**src/rtl/sdm_mash111.sv**
```systemverilog
// Purpose : third-order MASH 1-1-1 sigma-delta modulator; turns a static fractional
//           word plus an integer part into a per-cycle divide ratio for a frac-N divider.
// Latency : 1 clk_ref from the accumulation edge to div_out/err_out (both on the same edge).
// Flow    : no backpressure; enable=0 freezes all state and outputs, err_valid drops to 0.
//
// Ports:
//   clk_ref   - reference clock, the only clock
//   rst       - asynchronous active-high reset
//   enable    - advance the modulator this cycle
//   frac_in   - unsigned fractional word (value frac_in/2^W)
//   frac_load - one-cycle strobe capturing frac_in (independent of enable)
//   int_in    - integer part of the divide ratio
//   div_out   - registered divide ratio, saturated to [0, 2^NI-1]
//   err_out   - registered stage-3 accumulator residue for the noise canceller
//   err_valid - div_out/err_out were updated on the last edge
//
// Build option: define SDM_DITHER_EN to add a 15-bit LFSR dither bit as the
// stage-1 carry-in. Without it the output sequence is fully deterministic.

module sdm_mash111 #(
   parameter int W  = 15,
   parameter int NI = 8
) (
   input  logic          clk_ref,
   input  logic          rst,
   input  logic          enable,
   input  logic [W-1:0]  frac_in,
   input  logic          frac_load,
   input  logic [NI-1:0] int_in,
   output logic [NI-1:0] div_out,
   output logic [W-1:0]  err_out,
   output logic          err_valid
);

   logic [W-1:0]  r_acc1;
   logic [W-1:0]  r_acc2;
   logic [W-1:0]  r_acc3;
   logic [W-1:0]  r_frac_act;
   logic          r_c2_d1;
   logic          r_c3_d1;
   logic          r_c3_d2;

   logic          w_d;
   logic [W:0]    w_s1;
   logic [W:0]    w_s2;
   logic [W:0]    w_s3;
   logic          w_c1;
   logic          w_c2;
   logic          w_c3;
   logic [3:0]    w_y;
   logic [NI+1:0] w_sum;
   logic [NI-1:0] w_div_sat;

`ifdef SDM_DITHER_EN
   // Fibonacci LFSR, x^15 + x^14 + 1; its LSB is the stage-1 carry-in.
   logic [14:0] r_lfsr;

   assign w_d = r_lfsr[0];

   always_ff @(posedge clk_ref or posedge rst) begin
      if (rst) begin
         r_lfsr <= 15'h4A5F;
      end else if (enable) begin
         r_lfsr <= {r_lfsr[13:0], r_lfsr[14] ^ r_lfsr[13]};
      end
   end
`else
   assign w_d = 1'b0;
`endif

   // Three cascaded accumulators; each stage integrates the previous residue.
   assign w_s1 = {1'b0, r_acc1} + {1'b0, r_frac_act} + {{W{1'b0}}, w_d};
   assign w_s2 = {1'b0, r_acc2} + {1'b0, w_s1[W-1:0]};
   assign w_s3 = {1'b0, r_acc3} + {1'b0, w_s2[W-1:0]};
   assign w_c1 = w_s1[W];
   assign w_c2 = w_s2[W];
   assign w_c3 = w_s3[W];

   // Noise-cancellation network: y = c1 + (1-z^-1)c2 + (1-z^-1)^2 c3.
   // Evaluated modulo 16 and read as 4-bit two's complement (range -3..+4).
   assign w_y = {3'b000, w_c1}
              + {3'b000, w_c2} - {3'b000, r_c2_d1}
              + {3'b000, w_c3} - {2'b00, r_c3_d1, 1'b0} + {3'b000, r_c3_d2};

   // Sign-extend y to NI+2 bits so int_in + y can never overflow before clamping.
   assign w_sum = {2'b00, int_in} + {{(NI-2){w_y[3]}}, w_y};

   always_comb begin
      w_div_sat = w_sum[NI-1:0];
      if (w_sum[NI+1]) begin
         w_div_sat = '0;              // negative: clamp to zero
      end else if (w_sum[NI]) begin
         w_div_sat = '1;              // above 2^NI-1: clamp to max
      end
   end

   // frac_act loads regardless of enable; the accumulation on the same edge
   // still sees the old word because it reads the register's current value.
   always_ff @(posedge clk_ref or posedge rst) begin
      if (rst) begin
         r_frac_act <= '0;
      end else if (frac_load) begin
         r_frac_act <= frac_in;
      end
   end

   always_ff @(posedge clk_ref or posedge rst) begin
      if (rst) begin
         r_acc1    <= '0;
         r_acc2    <= '0;
         r_acc3    <= '0;
         r_c2_d1   <= 1'b0;
         r_c3_d1   <= 1'b0;
         r_c3_d2   <= 1'b0;
         div_out   <= '0;
         err_out   <= '0;
         err_valid <= 1'b0;
      end else begin
         err_valid <= enable;
         if (enable) begin
            r_acc1  <= w_s1[W-1:0];
            r_acc2  <= w_s2[W-1:0];
            r_acc3  <= w_s3[W-1:0];
            r_c2_d1 <= w_c2;
            r_c3_d1 <= w_c3;
            r_c3_d2 <= r_c3_d1;
            div_out <= w_div_sat;
            err_out <= w_s3[W-1:0];
         end
      end
   end

endmodule

```
**config.mk**
```make
export PLATFORM = sky130hd
export DESIGN_NAME = sdm_mash111
export DESIGN_NICKNAME = d
export VERILOG_FILES = /design/src/rtl/sdm_mash111.sv
export SDC_FILE = /design/constraint.sdc
export NUM_CORES = 1
export LEC_CHECK = 0
export CAP_MARGIN = 0
export CORE_ASPECT_RATIO = 1.2
export CORE_MARGIN = 8
export CORE_UTILIZATION = 58
export CTS_BUF_LIST = sky130_fd_sc_hd__clkbuf_16
export DETAILED_ROUTE_END_ITERATION = 8
export PLACE_DENSITY_LB_ADDON = 0.25
export RECOVER_POWER = 25
export SYNTH_ARGS = -nofsm -noshare
export SYNTH_HDL_FRONTEND = slang
export SYNTH_SLANG_ARGS = --single-unit
```
**constraint.sdc**
```tcl
create_clock -name clk_ref -period 7.2 [get_ports clk_ref]
set_clock_uncertainty 0.2 [all_clocks]
set_input_delay 1.08 -clock clk_ref [delete_from_list [all_inputs] [get_ports clk_ref]]
set_output_delay 1.08 -clock clk_ref [all_outputs]
set_load 0.01 [all_outputs]
```
Word level (Yosys, flattened, before mapping)
Index checks and enable logic that the tools add are counted.
W data, S select, Z words.
{ "classes": {"n_bitwise": 0, "shifts": 0, "n_reduce_logical": 0, "addsub": 9, "eq_ne": 0, "n_mux": 2, "multipliers": 0, "div": 0, "magnitude_cmp": 0} }
{ "op_table": {"columns": ["cell", "count"], "rows": [
  ["$add A15 B15 Y16", 3],
  ["$mux W8", 2],
  ["$add A9 B4 Y10", 1],
  ["$add A3 B2 Y4", 1],
  ["$add A4 B1 Y4", 1],
  ["$sub A4 B2 Y4", 1],
  ["$sub A2 B1 Y3", 1],
  ["$add A1 B1 Y2", 1]
]} }
{ "word_totals": {"in_bits": 27, "ff_bits": 72, "elab_cells": 20, "output_inout_bits": 24, "latch_bits": 0, "mem_count": 0, "mem_bits_rw": 0, "romBits": 0} }

Longest topological paths before layout
{ "depth": {"depth_word": 10, "ltp_mapped": 33, "depth_no_buf": 33} }

Worst setup path after synthesis
OpenSTA, ideal clock, no wires.
{ "synth_timing": {"path_kind": "register -> register", "from": "reg r_acc1[0]", "to": "reg div_out[5]", "required_time_ns": 6.921, "path_slack_ns": 0.668, "setup_time_ns": 0.079, "path_stages_with_launch": 30, "period_less_slack_ns": 6.532, "t_arrival_ns": 6.253, "path_buffers": 0, "path_cell_list": "dfrtp_1 ha_1 fa_1 a211oi_1 nor2_1 o21a_1 o41a_1 xor2_1 ha_1 nand3_1 a21oi_1 o31ai_1 a21oi_1 xor2_1 ha_1 nand2_1 o31a_1 nand2b_1 o2bb2ai_1 fa_1 ha_1 inv_1 ha_1 a21o_1 a21oi_1 nand2_1 o32ai_1 xor2_1 nor2_1 o2bb2ai_1"} }
{ "synth_via": {"word_cells_on_any_way": 11, "cone_classes": "add/sub: 9; mux: 2"} }
{ "synth_lines": {"columns": ["element", "line_no", "source"], "rows": [
  ["start, declared", "35", "logic [W-1:0] r_acc1;"],
  ["start signal, assigned", "121", "r_acc1 <= w_s1[W-1:0];"],
  ["$add A15 B15 Y16 (*)", "72", "assign w_s1 = {1'b0, r_acc1} + {1'b0, r_frac_act} + {{W{1'b0}}, w_d};"],
  ["net w_s1[8]", "44", "logic [W:0] w_s1;"],
  ["$add A15 B15 Y16 (*)", "73", "assign w_s2 = {1'b0, r_acc2} + {1'b0, w_s1[W-1:0]};"],
  ["net w_s2[11]", "45", "logic [W:0] w_s2;"],
  ["$add A15 B15 Y16 (*)", "74", "assign w_s3 = {1'b0, r_acc3} + {1'b0, w_s2[W-1:0]};"],
  ["$add A3 B2 Y4 (*)", "83", "+ {3'b000, w_c3} - {2'b00, r_c3_d1, 1'b0} + {3'b000, r_c3_d2};"],
  ["$sub A4 B2 Y4 (*)", "83", null],
  ["$add A4 B1 Y4 (*)", "83", null],
  ["$add A9 B4 Y10 (*)", "86", "assign w_sum = {2'b00, int_in} + {{(NI-2){w_y[3]}}, w_y};"],
  ["$mux W8", "92", "end else if (w_sum[NI]) begin"],
  ["$mux W8 (*)", "90", "if (w_sum[NI+1]) begin"],
  ["end signal, assigned", "127", "div_out <= w_div_sat;"],
  ["end, declared", "30", "output logic [NI-1:0] div_out,"]
]} }
Mark *: on every way through the listed nets, which the timed path passes. The rest lies on a longest branch.
A chain may end at the register's enable or synchronous reset.

Worst setup path after layout
{ "layout_timing": {"from": "reg r_acc1[0]", "to": "reg div_out[6]"} }
Same word-level chain as after synthesis.

==> results.json <==
{
  "status": "finished with violations",
  "violations": "max-capacitance violations, max-slew violations",
  "worstHoldStart": "r_acc2[13]",
  "drtPass1Iterations": 5,
  "rows": 37,
  "grt_start_max_net_pins": 73,
  "die_w_um": 101,
  "crit_top_cell": "ha_1",
  "synth_cells": 489,
  "cp-endpoint": "div_out[6]",
  "fin_nets": 630,
  "grt-ovfl-total": 0,
  "fin_crit_sh": 0.952,
  "vias_per_cell": 5.74,
  "vias": 3798,
  "drt_wl_total_um": 10300,
  "syn_area_per_cell_um2": 10.3,
  "worst-path-stages": 31,
  "fmax_mhz": 146,
  "insertion_delay_ns": 0.33,
  "multi_input_area_um2": 3110,
  "cts-root-buf": "clkbuf_16",
  "grt_first_pass_wirelength_um": 17300,
  "core-area_um2": 8520,
  "ant_nets": 0,
  "cts.path.max_buffers": 2,
  "dr_wl_met3_um": 305,
  "die_area_um2": 11900,
  "worst_pin_slew_ns": 3.85,
  "areaGrowthSynthToFinish_pct": 18.1,
  "report.final.slew_viol_count": 73,
  "post_cts_buffers": 0,
  "r2r_slack_ns": 0.34,
  "cp-start-kind": "flop",
  "synth.area.mux_share": 0.122,
  "num_antenna_cells": 0,
  "hpwlAfterDp_um": 7490,
  "postCtsHoldBufs": 0,
  "layout_commonest_cell": "dfrtp_1",
  "ys_warn_count": 0,
  "synth-compound-area-share": 0.166,
  "fillers": 681,
  "cts_made_buffers": 9,
  "die_y_um": 118,
  "clock-sinks": 72,
  "post-route-min-period_ns": 6.86,
  "slew_headroom": -1.56,
  "yosys_most_used_dff": "dfrtp_1",
  "reg2reg_depth": 31,
  "cts.clk_slew.worst_paths_ns": 0.06,
  "syn_nets": 577,
  "yosysSeqAreaShare": 0.359,
  "cap_viol_max_count": 1,
  "track_usage": 0.178,
  "async_flop_share": 1.00,
  "place.gp.congestion": 0.872,
  "required_ns": 7.18,
  "critical_path_arrival_ns": 6.84,
  "antenna_found_initial": 0,
  "slowest_delay_ns": 0.45,
  "r2r_end": "div_out[6]",
  "end_kind": "flop",
  "drcViolationCount": 0,
  "post-place-ws_ns": 0.200,
  "cts_resized": 0,
  "r2r-start": "r_acc1[0]",
  "drive_gt1_frac": 0.147,
  "drt_iter0_markers": 100,
  "io_pins": 51,
  "ff_latch_area_um2": 1800,
  "met1_length_um": 4390,
  "final_cell_mix": "72 x dfrtp_1, 55 x ha_1, 53 x mux2_2",
  "ys_ff_latch": 72,
  "startpoint": "r_acc1[0]",
  "setup_viol": 0,
  "cp_num_buf_inv": 3,
  "start_util": 0.589,
  "synthAdderAreaFrac": 0.161,
  "fin_ws_ns": 0.344,
  "ys_types": 49,
  "path_class": "reg2reg",
  "hold_violations": 0,
  "crit_path_max_fanout": 6,
  "numPortBuffers": 50,
  "hold_path_class": "reg2reg",
  "synth_top_family_by_area": "compound AO/OA/AOI/OAI gates",
  "cp_slowest_cell": "fa_1",
  "syn_area_um2": 5020,
  "top_layer": "met4",
  "grt_pass1_vias": 3841,
  "cts_tree": "done",
  "wl_met2_um": 5460,
  "synth_xor_area_frac": 0.0663,
  "wire_per_inst_um": 15.5,
  "synth_edf_count": 0,
  "cts_htree_levels": 3,
  "synth-simple-area-share": 0.0942,
  "crit_family": "compound AO/OA/AOI/OAI gates"
}
[state kept, by name, indices dropped and copies added, names as in the netlist]
| signal | flops |
|---|---|
| r_acc1 | 15 |
| r_acc2 | 15 |
| r_c3_d2 | 1 |
| err_valid | 1 |
| div_out | 8 |
| r_c2_d1 | 1 |
| r_acc3 | 15 |
| r_frac_act | 15 |
| r_c3_d1 | 1 |
[per-stage QoR]
step	instance area [um^2]	utilization	hold slack (ns)	instances	TNS, ns
after floorplan	5020	-	0.258	489	0
after global placement	5640	0.662	0.278	648	0
after detailed placement	5640	0.662	0.280	648	0
after CTS	5890	0.691	0.293	662	0
after global routing	5930	0.696	0.309	662	-0.158
final	5930	0.696	0.293	662	0
[worst min path at each step]
stage          cells after the start          to  slack, ns
6_report                           2  r_acc2[13]       0.29
5_1_grt                            1  div_out[2]       0.31
4_1_cts                            2  r_acc2[13]       0.29
3_5_place_dp                       2  r_acc2[13]       0.28
3_3_place_gp                       2  r_acc2[13]       0.28
2_1_floorplan                      2  r_acc2[13]       0.26
[cell families (layout without fill, tap and decap cells)]
kind of cell / count (synthesis) / count (layout)
AO/OA/AOI/OAI: 123 / 123
AND/OR/NAND/NOR: 99 / 99
flip-flops: 72 / 72
adder cells (fa/ha/maj): 61 / 61
multiplexers: 54 / 54
buffers and inverters: 42 / 98
XOR/XNOR: 38 / 38
[Yosys cell counts, types with 5 or more instances]
cell type / count / area [um^2]
dfrtp_1: 72 / 1800
ha_1: 55 / 688
mux2_2: 53 / 597
nor2_1: 35 / 131
inv_1: 31 / 116
a21oi_1: 29 / 145
xnor2_1: 27 / 236
o21ai_0: 25 / 125
nand2_1: 23 / 86.3
a21o_1: 12 / 90.1
o21a_1: 12 / 90.1
clkbuf_1: 11 / 41.3
nor3_1: 11 / 55.1
xor2_1: 11 / 96.3
nand3_1: 10 / 50.1
a211oi_1: 7 / 52.6
fa_1: 6 / 120
o2bb2ai_1: 6 / 52.6
o21bai_1: 5 / 37.5
[worst min-delay path: cells and delay by family (launching register included)]
family           cells  cell delay (ns)
AO/OA/AOI/OAI        1             0.05
flip-flops           1             0.35
AND/OR/NAND/NOR      1             0.06
[final cells by class]
cell class / instances / share of cell area
clock buffers: 9 / 0.0380
clock inverters: 5 / 0.00338
inverters: 31 / 0.0196
multi-input cells: 375 / 0.524
flip-flops and latches: 72 / 0.304
well taps: 117 / 0.0247
repair buffers: 53 / 0.0867
[per-layer routing]
metal / global-route usage / up-vias
met1: 0.201 / 1846
met3: 0.0355 / 14
met4: 0.0626 / 0
li1: - / 1887
met2: 0.318 / 51
met5: 0 / -
Power is left out: the tool's default activity adds up to more than one toggle a clock period on the data nets, which glitch-free logic cannot reach.
